==> src/rtl/shift_pipe_stage.sv <==
// shift_pipe_stage
//   Two-register, valid/ready handshaked shift execution stage.
//   S1 captures the operation; the shift is computed from S1 and registered
//   into S2, which drives the result ports. Full backpressure: a stalled S2
//   holds, S1 fills behind it, then in_ready_o drops.
//
// Ports
//   clk_i, rst_n_i          clock (rising edge) / async active-low reset
//   flush_i                 synchronous drop of every in-flight operation
//   in_valid_i, in_ready_o  issue-side handshake
//   d_i, c_i                word to shift / placing bits for DOUBLE_PRECISION
//   shift_size_i            shift amount n
//   shift_type_i            0 LOGIC, 1 ARITHMETIC, 2 DOUBLE_PRECISION, 3 CYCLIC
//   shift_dir_i             0 left, 1 right
//   tag_i, tag_o            opaque tag carried with the operation
//   out_valid_o, out_ready_i writeback-side handshake
//   d_o, carry_o, zero_o    result, last bit shifted out, result == 0
module shift_pipe_stage #(
  parameter int WORD_WIDTH = 8,
  parameter int TAG_WIDTH  = 4
) (
  input  logic                          clk_i,
  input  logic                          rst_n_i,
  input  logic                          flush_i,
  input  logic                          in_valid_i,
  output logic                          in_ready_o,
  input  logic [WORD_WIDTH-1:0]         d_i,
  input  logic [WORD_WIDTH-2:0]         c_i,
  input  logic [$clog2(WORD_WIDTH)-1:0] shift_size_i,
  input  logic [1:0]                    shift_type_i,
  input  logic                          shift_dir_i,
  input  logic [TAG_WIDTH-1:0]          tag_i,
  output logic                          out_valid_o,
  input  logic                          out_ready_i,
  output logic [WORD_WIDTH-1:0]         d_o,
  output logic                          carry_o,
  output logic                          zero_o,
  output logic [TAG_WIDTH-1:0]          tag_o
);

  localparam int SW = $clog2(WORD_WIDTH);

  localparam logic [1:0] TYPE_LOGIC  = 2'd0;
  localparam logic [1:0] TYPE_ARITH  = 2'd1;
  localparam logic [1:0] TYPE_DOUBLE = 2'd2;
  localparam logic [1:0] TYPE_CYCLIC = 2'd3;

  // S1 operand register
  logic                  v1;
  logic [WORD_WIDTH-1:0] s1_d;
  logic [WORD_WIDTH-2:0] s1_c;
  logic [SW-1:0]         s1_n;
  logic [1:0]            s1_type;
  logic                  s1_dir;
  logic [TAG_WIDTH-1:0]  s1_tag;

  // Handshake / advance enables
  logic s1_en;
  logic s2_en;

  // Shift datapath
  logic [WORD_WIDTH-1:0] fill_l;
  logic [WORD_WIDTH-1:0] fill_r;
  logic [WORD_WIDTH-1:0] shift_res;
  logic                  shift_carry;
  logic [SW-1:0]         left_idx;
  logic [SW-1:0]         right_idx;

  // S2 may advance when empty or being drained; S1 when empty or moving into S2.
  // in_ready_o depends only on state and out_ready_i, never on in_valid_i.
  assign s2_en      = !out_valid_o || out_ready_i;
  assign s1_en      = !v1 || s2_en;
  assign in_ready_o = s1_en;

  // The shift is done on a double-width concatenation: the fill word supplies
  // the bits entering from the far side, so one shifter covers all four types.
  //   left : ({d, fill_l} << n) upper half
  //   right: ({fill_r, d} >> n) lower half
  // n = 0 leaves d untouched for every type.
  always_comb begin
    // NOTE: every always_comb output gets a default first so no path can
    // leave it unassigned and infer a latch.
    fill_l      = '0;
    fill_r      = '0;
    shift_carry = 1'b0;
    left_idx    = SW'(WORD_WIDTH - int'(s1_n));
    right_idx   = s1_n - SW'(1);

    case (s1_type)
      TYPE_LOGIC: begin
        fill_l = '0;
        fill_r = '0;
      end
      TYPE_ARITH: begin
        fill_l = '0;
        fill_r = {WORD_WIDTH{s1_d[WORD_WIDTH-1]}};
      end
      TYPE_DOUBLE: begin
        // Left takes the top n bits of c, right takes the bottom n bits of c.
        fill_l = {s1_c, 1'b0};
        fill_r = {1'b0, s1_c};
      end
      TYPE_CYCLIC: begin
        fill_l = s1_d;
        fill_r = s1_d;
      end
      default: begin
        fill_l = '0;
        fill_r = '0;
      end
    endcase

    if (s1_dir) begin
      shift_res = WORD_WIDTH'({fill_r, s1_d} >> s1_n);
    end else begin
      shift_res = WORD_WIDTH'(({s1_d, fill_l} << s1_n) >> WORD_WIDTH);
    end

    // Carry is the last bit of d to leave the word; indices are in range
    // whenever n is non-zero.
    if (s1_n != '0) begin
      shift_carry = s1_dir ? s1_d[right_idx] : s1_d[left_idx];
    end
  end

  // S1: operand capture
  // NOTE: sequential state uses non-blocking assignments so every register
  // samples pre-edge values regardless of statement order.
  always_ff @(posedge clk_i or negedge rst_n_i) begin
    if (!rst_n_i) begin
      v1      <= 1'b0;
      s1_d    <= '0;
      s1_c    <= '0;
      s1_n    <= '0;
      s1_type <= '0;
      s1_dir  <= 1'b0;
      s1_tag  <= '0;
    end else begin
      // NOTE: flush only clears the valid bits; stale payload behind a
      // cleared valid is never observed, so data registers are left alone.
      if (flush_i) begin
        v1 <= 1'b0;
      end else if (s1_en) begin
        v1 <= in_valid_i;
      end
      if (s1_en && in_valid_i) begin
        s1_d    <= d_i;
        s1_c    <= c_i;
        s1_n    <= shift_size_i;
        s1_type <= shift_type_i;
        s1_dir  <= shift_dir_i;
        s1_tag  <= tag_i;
      end
    end
  end

  // S2: result register, drives the output ports directly
  always_ff @(posedge clk_i or negedge rst_n_i) begin
    if (!rst_n_i) begin
      out_valid_o <= 1'b0;
      d_o         <= '0;
      carry_o     <= 1'b0;
      zero_o      <= 1'b0;
      tag_o       <= '0;
    end else begin
      if (flush_i) begin
        out_valid_o <= 1'b0;
      end else if (s2_en) begin
        out_valid_o <= v1;
      end
      if (s2_en && v1) begin
        d_o     <= shift_res;
        carry_o <= shift_carry;
        zero_o  <= (shift_res == '0);
        tag_o   <= s1_tag;
      end
    end
  end

endmodule

==> config.mk <==
export PLATFORM = sky130hd
export DESIGN_NAME = shift_pipe_stage
export DESIGN_NICKNAME = d
export VERILOG_FILES = /design/src/rtl/shift_pipe_stage.sv
export SDC_FILE = /design/constraint.sdc
export NUM_CORES = 1
export LEC_CHECK = 0
export CELL_PAD_IN_SITES_DETAIL_PLACEMENT = 1
export CELL_PAD_IN_SITES_GLOBAL_PLACEMENT = 1
export CORE_MARGIN = 2
export CORE_UTILIZATION = 42
export DETAILED_ROUTE_END_ITERATION = 12
export HOLD_SLACK_MARGIN = 0.03
export PLACE_DENSITY = 0.79
export SETUP_SLACK_MARGIN = 0.4
export SYNTH_ARGS = -nofsm -noshare
export SYNTH_HDL_FRONTEND = slang
export SYNTH_SLANG_ARGS = --single-unit
export TNS_END_PERCENT = 20
==> constraint.sdc <==
create_clock -name clk_i -period 3.5 [get_ports clk_i]
set_clock_uncertainty 0.1 [all_clocks]
set_input_delay 0.35 -clock clk_i [delete_from_list [all_inputs] [get_ports clk_i]]
set_output_delay 0.35 -clock clk_i [all_outputs]
set_load 0.02 [all_outputs]
* Word level (Yosys, flattened, before mapping)
Index checks and enable logic that the tools add are counted.
** Storage, ports and cells
- Bits in registers :: 41
- Input port bits :: 30
- Output and inout bits :: 16
- Logic and storage cells :: 46
** Operators by class
- $add $sub $neg :: 2
- Order comparisons :: 2
- Equality and inequality tests :: 3
- Shift operators :: 2
- Muxes and demuxes :: 13
- Reductions and logical operators :: 12
** Operators by type and width (count)
- $pmux 8 s4 :: 1
- $pmux 8 s3 :: 1
- $shl 16x3->16 :: 1
- $shr 16x3->8 :: 1
- $logic_not 8->1 :: 1
- $lt 3x4->1 const B :: 2
- $mux 1 :: 8
- $mux 8 :: 1
- $bmux 1 s3 :: 2
- $eq 2x2->1 const B :: 2
- $reduce_bool 2->1 :: 2
- $reduce_bool 3->1 :: 1
- $sub 1x3->3 const A :: 1
- $sub 3x1->3 const B :: 1
- $eq 2x1->1 const B :: 1
- $logic_and 1x1->1 :: 2
- $logic_not 1->1 :: 2
- $logic_not 2->1 :: 1
- $logic_or 1x1->1 :: 2
- $reduce_or 2->1 :: 1

* Depth between registers and ports, before layout
- Depth in word-level cells :: 6
- Gate-level depth with buffers :: 11
- Depth with buffers taken out :: 8

* Least setup slack after synthesis
OpenSTA, ideal clock, no wires.
- Path type :: register to register
- Start :: reg s1_n[1]
- End :: reg carry_o
- Setup time :: 0.118 ns
- Data arrival time :: 2.305 ns
- Data required time :: 3.282 ns
- Setup slack :: 0.977 ns
- Stages on the path, launching flop included :: 12
- Buffers on the path :: 3
- Clock period less this slack :: 2.523 ns
- Cell sequence :: dfrtp_1 -> buf_6 -> buf_2 -> inv_1 -> clkbuf_1 -> ha_1 -> ha_1 -> mux4_2 -> nor2b_1 -> a211oi_1 -> a2111oi_0 -> a21o_1
** On the way
- Longest elaborated chain between the ends :: 5
- Elaborated cells on any way between the ends :: 9
- Classes of those cells :: 2 x add/sub; 6 x mux; 1 x reduce/logical
** Ends and longest elaborated chain
- from (decl) :: RTL line 52 : logic [SW-1:0] s1_n;
- from (signal assigned) :: RTL line 149 : s1_n <= shift_size_i;
- $sub 1x3->3 or $sub 3x1->3 (tied branches) :: RTL line 86, 87
- $bmux 1 s3 :: RTL line 122 : shift_carry = s1_dir ? s1_d[right_idx] : s1_d[left_idx];
- $mux 1 (implied by the code) :: RTL line 122
- $mux 1 :: RTL line 122
- $mux 1 * :: RTL line 121 : if (s1_n != '0) begin
- to (signal assigned) :: RTL line 173 : carry_o <= shift_carry;
- to (decl) :: RTL line 36 : output logic carry_o,
Mark *: on every way between the ends. The rest lies on a longest branch, timed or not. The select of a mux whose other input is x is not followed.
A chain may end at the register's enable or synchronous reset.

* Worst setup path in the final report
- Start :: reg s1_n[1]
- End :: reg zero_o
** On the way
- Longest elaborated chain between the ends :: 3
- Elaborated cells on any way between the ends :: 4
- Classes of those cells :: 2 x shift; 1 x mux; 1 x reduce/logical
** Ends and longest elaborated chain
- $shl 16x3->16 or $shr 16x3->8 (tied branches) :: RTL line 116, 114
- $mux 8 * :: RTL line 113 : if (s1_dir) begin
- $logic_not 8->1 * :: RTL line 174 : zero_o <= (shift_res == '0);
- to (signal assigned) :: RTL line 174
- to (decl) :: RTL line 37 : output logic zero_o,
Mark *: on every way between the ends. The rest lies on a longest branch, timed or not.

==> key figures <==
Floorplanning
  • Ports: 46
  • Initial core utilization: 44.0%
  • Die ar.: 7400 um^2
  • DIE HEIGHT: 86.1 um
  • Core footprint: 6420 um^2
  • Die width: 86.1 um
  • Core Rows: 29

CTS
  • CTS Hold Bufs: 0
  • Num CTS Buffers: 5
  • Worst-path clk slew: 80 ps
  • Setup bufs post-CTS: 0
  • # clock sinks: 41
  • Post-cts sizing count: 0
  • Root Buffer Master: clkbuf_8
  • CTS H-tree depth: 2
  • Clock latency on the worst-skew pair: 300 ps
  • TritonCTS clock tree: yes
  • Clock buffer depth: 2

Critical path
  • Worst R2R End: zero_o$_DFFE_PN0P_
  • CP startpoint kind: register
  • Cells on worst reg2reg path: 7
  • WS Path Type: reg -> reg
  • Worst setup startpoint: s1_n[1]$_DFFE_PN0P_
  • Crit-path max FO: 18
  • CP Data Required Time: 3630 ps
  • Reg-to-Reg Start: s1_n[1]$_DFFE_PN0P_
  • Endpoint type of the worst setup path: register
  • R2r setup slk: 640 ps
  • Crit path DAT: 3000 ps

Synth
  • Yosys cell types: 47
  • Mapped Cells: 264
  • Mapped cell area: 2830 um^2
  • Ys async rst share: 100%
  • Syn. warnings: 0
  • #FFs+latches synth: 41
  • EDFF count, synth: 0
  • Synth Area in Simple Gates: 11.6%
  • Post-synthesis compound-gate area fraction: 13.8%
  • Synth Net Count: 296
  • Sequential share of the synthesized area: 36.3%
  • Main combinational cell family by area after synthesis: multiplexers
  • XOR/XNOR Fraction of Synth Area: 0%
  • Proportion of synthesized area in mux cells: 32.9%
  • Synth Flop Type: dfrtp_1
  • Synthesized area per cell: 10.7 um^2
  • Adder-Cell Fraction of Synth Area: 0.885%

Layout
  • Final nets: 335
  • Area delta synth->final: 21.9%
  • Fin area: 3450 um^2
  • Share of layout cells above drive strength 1: 24.0%
  • Final Util: 53.7%
  • Filler cells: 709
  • Ant diodes: 0

Power and ir drop
  • Reg power frac: 38.9%
  • Power Total: 0.00168 W
  • Leak: 1.42 nW
  • Peak VDD IR: 0.264 mV
  • P_int: 0.00111 W
  • Switch Pwr: 0.000566 W
  • Clk pwr share: 23.7%
  • Power Density: 487 nW/um^2
  • Sw frac: 33.7%
  • Combinational Power Share: 37.3%

Detailed routing
  • DRC viols: 0
  • Via density per instance: 6.06
  • Vias: 2,309
  • 1st-iter DRT viols: 114
  • Avg WL per Cell: 19.6 um
  • DRT Wirelength: 7.47 mm
  • ANT nets after route: 0
  • DRT Pass-1 Iters: 4

Timing
  • Clock period minus worst slack: 2860 ps
  • Post-layout worst setup margin: 639 ps
  • Slew @ Worst Pin: 900 ps
  • Setup violators final: 0
  • Rel. slew slack: 40.0%
  • Sum of negative setup slack: 0 ps
  • RSZ-0062 raised after global routing: false
  • Fmax: 350 MHz
  • Period Utilization, post-route: 81.7%
  • Pins over their slew limit: 0
  • Hold Vio Cnt, Final: 0

Global route
  • Total gr overflow: 0
  • Largest net degree at the start of global routing: 42
  • Initial antenna violation count: 0
  • Number of global-route vias before repair: 2,546
  • First-pass GRT wire length: 12.9 mm
  • Tot GR Track Use: 22.0%

Flow run
  • Max-Cap Viols: 0

Place
  • Gpl congestion: 0.982
  • Post-DP Area: 3330 um^2
  • Post-DP HPWL: 5.46 mm
  • Port bufs: 45
  • DP Worst Slack: 667 ps

Hold path
  • Min-delay worst type: in -> async

Outcome
  • Status: finished clean
==> how the worst max path moves through the flow <==
| stage | to | slack, ps | cells past startpoint |
|---|---|---|---|
| after global placement | zero_o$_DFFE_PN0P_ | 690 | 7 |
| final | zero_o$_DFFE_PN0P_ | 640 | 7 |
| after floorplan | carry_o$_DFFE_PN0P_ | 980 | 11 |
| after detailed placement | zero_o$_DFFE_PN0P_ | 670 | 7 |
| after global routing | zero_o$_DFFE_PN0P_ | 460 | 7 |
| after CTS | zero_o$_DFFE_PN0P_ | 650 | 7 |
==> cell type report <==
type,count,area [um^2],area share [%]
timing repair buffer,54,513,14.9
tap,77,96.3,2.79
multi-input combinational,195,1670,48.5
sequential,41,1030,29.8
clock inverter,1,30.0,0.871
clock buffer,7,86.3,2.50
inverter,6,22.5,0.653
==> critical path: stages, from the launching register on <==
cell      delay, ps
dfrtp_1         750
mux4_1          690
a22o_1          240
a221oi_2        330
a221o_1         220
nand3b_1         90
nor4_1          190
a32o_1          200
==> synth_stat cells, types with 5 or more instances <==
library cell	instances	area, um^2
o21ai_0	11	55.1
mux2_2	41	462
a21oi_1	7	35.0
a211oi_1	6	45.0
nand4_1	5	31.3
nor2b_1	6	37.5
dfrtp_1	41	1030
clkbuf_1	11	41.3
mux4_2	9	203
buf_2	7	35.0
nand2_1	24	90.1
mux2i_1	16	160
nand2b_1	5	31.3
inv_1	5	18.8
nor2_1	11	41.3
nand3_1	7	35.0
==> per-layer routing <==
| layer | up-vias | track usage [%] | share of wire [%] |
|---|---|---|---|
| li1 | 1070 | - | - |
| met1 | 1161 | 29.9 | 43 |
| met2 | 65 | 36.9 | 50 |
| met3 | 13 | 3.08 | 4.7 |
| met4 | 0 | 6.35 | 1.8 |
| met5 | - | 0 | 0 |
==> state kept, by name, summed over array words and instances (netlist names) <==
register     count
s1_type          2
zero_o           1
s1_tag           4
d_o              8
s1_dir           1
s1_n             3
tag_o            4
s1_d             8
v1               1
carry_o          1
s1_c             7
out_valid_o      1
==> power groups by stage <==
stage | registers, W | clock network (W) | logic [W]
global placement | 0.000657 | 0 | 0.000613
global route | 0.000668 | 0.000424 | 0.000681
floorplan | 0.000658 | 0 | 0.000387
finish | 0.000654 | 0.000398 | 0.000627
CTS | 0.000653 | 0.000408 | 0.000630
detailed placement | 0.000663 | 0 | 0.000625
==> stage by stage <==
step,std cells,hold WS [ps]
global route,381,155
detailed placement,373,374
floorplan,264,-45.6
finish,381,72.7
global placement,373,364
CTS,381,119
==> logic make-up after synthesis <==
kind of cell | Yosys count
adders and majority gates | 2
DFF | 41
muxes | 70
and+or+nand+nor | 68
AOI/OAI and AO/OA | 55
buffers and inverters | 28
==> layout by cell type (no fill, tap or decap), types with 7 or more instances in the layout <==
cell	count
mux2i_1	16
dfrtp_1	40
buf_4	9
mux4_2	9
clkdlybuf4s50_1	44
nor2_1	11
nand3_1	7
nand2_1	24
a21oi_1	7
o21ai_0	11
mux2_2	41
No activity file was read; power rests on OpenSTA's default activity.
